--- config.mk ---
export PLATFORM = sky130hd
export DESIGN_NAME = spi_ram_ctrl
export DESIGN_NICKNAME = d
export VERILOG_FILES = /design/src/rtl/spi_ram_ctrl.sv
export SDC_FILE = /design/constraint.sdc
export NUM_CORES = 2
export LEC_CHECK = 0
export ABC_AREA = 1
export CORE_MARGIN = 2
export CORE_UTILIZATION = 30
export DETAILED_ROUTE_END_ITERATION = 7
export PLACE_DENSITY = 0.45
export SLEW_MARGIN = 20
export SYNTH_ARGS = -nofsm -noshare
export SYNTH_HDL_FRONTEND = slang
export SYNTH_SLANG_ARGS = --single-unit
--- constraint.sdc ---
create_clock -name clk -period 2.92 [get_ports clk]
set_input_delay 0.438 -clock clk [delete_from_list [all_inputs] [get_ports clk]]
set_output_delay 0.438 -clock clk [all_outputs]
set_load 0.1 [all_outputs]
--- src/rtl/spi_ram_ctrl.sv ---
// Memory stage behind the SPI slave: decodes 10-bit command words into
// write/read pointer updates and byte RAM accesses, and returns read data with a tx_valid pulse.
module spi_ram_ctrl #(
    parameter int MEM_DEPTH = 256,
    parameter int ADDR_SIZE = 8,
    parameter int AUTO_INC  = 0
) (
    input  logic                 clk,
    input  logic                 rst_n,
    input  logic [9:0]           din,
    input  logic                 rx_valid,
    output logic [7:0]           dout,
    output logic                 tx_valid,
    output logic [ADDR_SIZE-1:0] wr_addr,
    output logic [ADDR_SIZE-1:0] rd_addr
);

    typedef enum logic [1:0] {
        WR_ADDR = 2'b00,
        WR_DATA = 2'b01,
        RD_ADDR = 2'b10,
        RD_DATA = 2'b11
    } cmd_e;

    localparam int IDX_W = (MEM_DEPTH > 1) ? $clog2(MEM_DEPTH) : 1;
    localparam logic [ADDR_SIZE:0]   DEPTH_W = MEM_DEPTH[ADDR_SIZE:0];
    localparam logic [ADDR_SIZE-1:0] LAST    = ADDR_SIZE'(MEM_DEPTH - 1);

    logic [7:0] mem [0:MEM_DEPTH-1];

    cmd_e                 cmd;
    logic                 wr_in_range;
    logic                 rd_in_range;
    logic [ADDR_SIZE-1:0] wr_next;
    logic [ADDR_SIZE-1:0] rd_next;

    assign cmd         = cmd_e'(din[9:8]);
    assign wr_in_range = {1'b0, wr_addr} < DEPTH_W;
    assign rd_in_range = {1'b0, rd_addr} < DEPTH_W;

    // Pointers wrap at the last real location, not at the pointer width.
    assign wr_next = (wr_addr == LAST) ? '0 : wr_addr + ADDR_SIZE'(1);
    assign rd_next = (rd_addr == LAST) ? '0 : rd_addr + ADDR_SIZE'(1);

    // RAM array has no reset; writes are gated by reset so reset always wins.
    always_ff @(posedge clk) begin
        if (rst_n && rx_valid && cmd == WR_DATA && wr_in_range) begin
            mem[wr_addr[IDX_W-1:0]] <= din[7:0];
        end
    end

    always_ff @(posedge clk) begin
        if (!rst_n) begin
            dout     <= 8'h00;
            tx_valid <= 1'b0;
            wr_addr  <= '0;
            rd_addr  <= '0;
        end else begin
            tx_valid <= 1'b0;
            if (rx_valid) begin
                case (cmd)
                    WR_ADDR: wr_addr <= din[ADDR_SIZE-1:0];
                    WR_DATA: begin
                        if (AUTO_INC != 0) wr_addr <= wr_next;
                    end
                    RD_ADDR: rd_addr <= din[ADDR_SIZE-1:0];
                    RD_DATA: begin
                        dout     <= rd_in_range ? mem[rd_addr[IDX_W-1:0]] : 8'h00;
                        tx_valid <= 1'b1;
                        if (AUTO_INC != 0) rd_addr <= rd_next;
                    end
                    default: ;
                endcase
            end
        end
    end

endmodule

==> qor.csv <==
stage;metric;value;unit
critical_path;critPathSlowestCell;dfxtp_4;
clock_network;clkTransAtPathRegs;60;ps
die;dieArea;285000;um^2
route;drt_iter0_markers;6093;
sta;min_period;2840;ps
die;row_count;194;
clock_network;htree_levels;4;
cells_and_area;area_growth;19.3;%
cells_and_area;final_cell_mix;nand2_1, edfxtp_1, nand3_1;
cells_and_area;layout-drive-gt1-share;12.5;%
clock_network;cts_root_buffer;clkbuf_16;
die;fp.dieH;534;um
cells_and_area;regArea;62000;um^2
global_routing;antenna_found_initial;14;
cells_and_area;fin_cells;11400;
global_routing;grt_usage;18.2;%
global_routing;overflow;0;
synth;ys.flop_type;edfxtp_1;
pwr;power_density;649;nW/um^2
route;ant_nets;0;
sta;hold_violations;0;
die;core-area;279000;um^2
global_routing;grt_max_degree;113;
global_routing;grt_pass1_vias;54600;
cells_and_area;mostFrequentLayoutCell;nand2_1;
sta;tns;0;ps
critical_path;worstPathCellList;clkinv_16 > buf_12 > buf_12 > nand2_1 > nand3_1 > nand3_1 > nand3_1 > nand3_1 > nand3_1 > nand3_1 > nand2_1 > nand2_1 > nand3_1 > nand2_1 > inv_1;
placement;hpwl;160000;um
synth;synthesis.area;84200;um^2
cells_and_area;multi_input_area;19500;um^2
status;status;completed;
synth;yosysWarnings;0;
sta;rsz0062_at_grt;false;
cells_and_area;nNetsFinal;7463;
route;drc_errors;0;
route;vias_per_cell;4.94;
global_routing;grt_pass1_wl;385000;um
critical_path;required;3690;ps
critical_path;path_buf_inv;4;
route;dr.pass1.iters;5;
synth;syn-mean-instance-area;11.9;um^2
placement;portBuffers;37;
worst_hold_path;hold_class;in -> reg;
critical_path;cp_top_family;simple AND/OR/NAND/NOR gates;
flow_run;drv_cap;0;
synth;ys_seq_area_share;73.7;%
synth;synth-seq-cells;2073;
clock_network;cts_buffer_depth;3;
clock_network;clk_latency;870;ps
synth;netlist_instances;7096;
critical_path;cp_common_cell;nand3_1;
cells_and_area;fillCellCount;27300;
route;wl;267000;um
die;dieWidth;534;um
pwr;ir_worst_vdd;0.000649;V
clock_network;numCtsBuffers;224;
clock_network;cts_tree;done;
sta;max_clock_freq;0.352;GHz
synth;synth_edf_count;2048;
synth;synth_cell_type_count;18;
sta;clock_skew;47.3;ps
die;io_pins;38;
sta;setup_viol;0;
sta;period_share;97.4;%
pwr;total_power;65.1;mW
critical_path;max_stage_delay;490;ps
synth;syn_nets;7109;
die;initial_utilization;30.2;%
cells_and_area;finish.utilization;36.0;%
synth;async_flop_share;0;%
clock_network;clock_sinks;2073;
critical_path;worstSetupPathType;reg -> reg;
critical_path;start_kind;flop;
placement;gp_congestion;0.826;
sta;slew_violations;0;
route;wl_per_cell;23.5;um
critical_path;cp_max_fo;48;
placement;dp.cells;10900;
route;vias;56200;
critical_path;critPathArrivalTime;3610;ps
sta;timing.slew.headroom;31.3;%
sta;worst_slew_pin_slew;1020;ps
critical_path;setup.worst_path.end_class;flop;
pwr;p_leak;35.1;nW
per-layer routing:
layer  track usage (%)  routed length (um)  vias to the layer above
met2              29.2              125000                     1691
met3              2.55               15500                      332
met5                 0                   9                        -
met4              4.44                5960                        2
met1              26.0              120000                    28200
li1                  -                   -                    25900
flip-flops by register name, indices dropped and copies added, names as in the netlist:
register / cells
rd_addr: 8
mem: 2048
wr_addr: 8
dout: 8
tx_valid: 1
final cells by class:
| cell class | instances | area share (%) |
|---|---|---|
| inverter | 54 | 0.267 |
| timing repair inverter | 3 | 0.0336 |
| tap | 3724 | 4.64 |
| multi-input combinational | 4481 | 19.4 |
| sequential | 2073 | 61.7 |
| clock inverter | 131 | 1.28 |
| antenna | 3 | 0.00747 |
| clock buffer | 285 | 5.91 |
| timing repair buffer | 613 | 6.71 |
synth_stat cells, types with 15 or more instances:
| master | instances | area share (%) |
|---|---|---|
| clkbuf_1 | 113 | 0.50 |
| buf_2 | 259 | 1.5 |
| edfxtp_1 | 2048 | 73 |
| dfxtp_1 | 25 | 0.59 |
| inv_1 | 49 | 0.22 |
| nand3_1 | 2025 | 12 |
| a21oi_1 | 15 | 0.089 |
| buf_6 | 16 | 0.21 |
| buf_4 | 63 | 0.56 |
| nor2_1 | 289 | 1.3 |
| nand2_1 | 2125 | 9.5 |
| o21ai_0 | 16 | 0.095 |
| buf_1 | 37 | 0.17 |
where the power goes:
group	switching [mW]	internal, mW
Combinational	3.18	1.16
Clock	12.0	16.0
Sequential	0.0613	32.7
Total	15.3	49.9
cells by family (layout without fill, tap and decap cells):
family | after synthesis | in the layout | synth area share [%]
AO/OA/AOI/OAI | 39 | 39 | 0.256
flip-flops | 2073 | 2073 | 73.7
other | 0 | 3 | 0
AND/OR/NAND/NOR | 4442 | 4442 | 22.8
buffers and inverters | 542 | 1086 | 3.23
metrics by stage:
| stage | setup WS, ps | cell area [um^2] | hold slack [ps] |
|---|---|---|---|
| after global placement | -162 | 92900 | 523 |
| final | 76.2 | 100000 | 96.0 |
| after CTS | 38.4 | 100000 | 43.5 |
| after floorplan | 369 | 84200 | 537 |
| after global routing | 7.96 | 100000 | 58.6 |
| after detailed placement | -157 | 92900 | 541 |
timing repair:
item | CTS | global route
resized for setup | 2 | 10
endpoints found under the setup margin | 2 | 7
setup buffers | 0 | 10
hold endpoints to repair | 89 | 0
cloned | 0 | 6
hold buffers | 5 | 0
path summary, 6_finish.rpt:
| kind | startpoint | endpoint | slack [ps] | cells past startpoint |
|---|---|---|---|---|
| worst max-delay path | rd_addr[0] | dout[3] | 80 | 15 |
| worst min-delay path | din[1] | mem[221][1] | 100 | 1 |
| worst max register to register | rd_addr[0] | dout[3] | 80 | 15 |
| worst min register to register | wr_addr[0] | wr_addr[0] | 560 | 2 |
(Power assumes the default switching activity.)
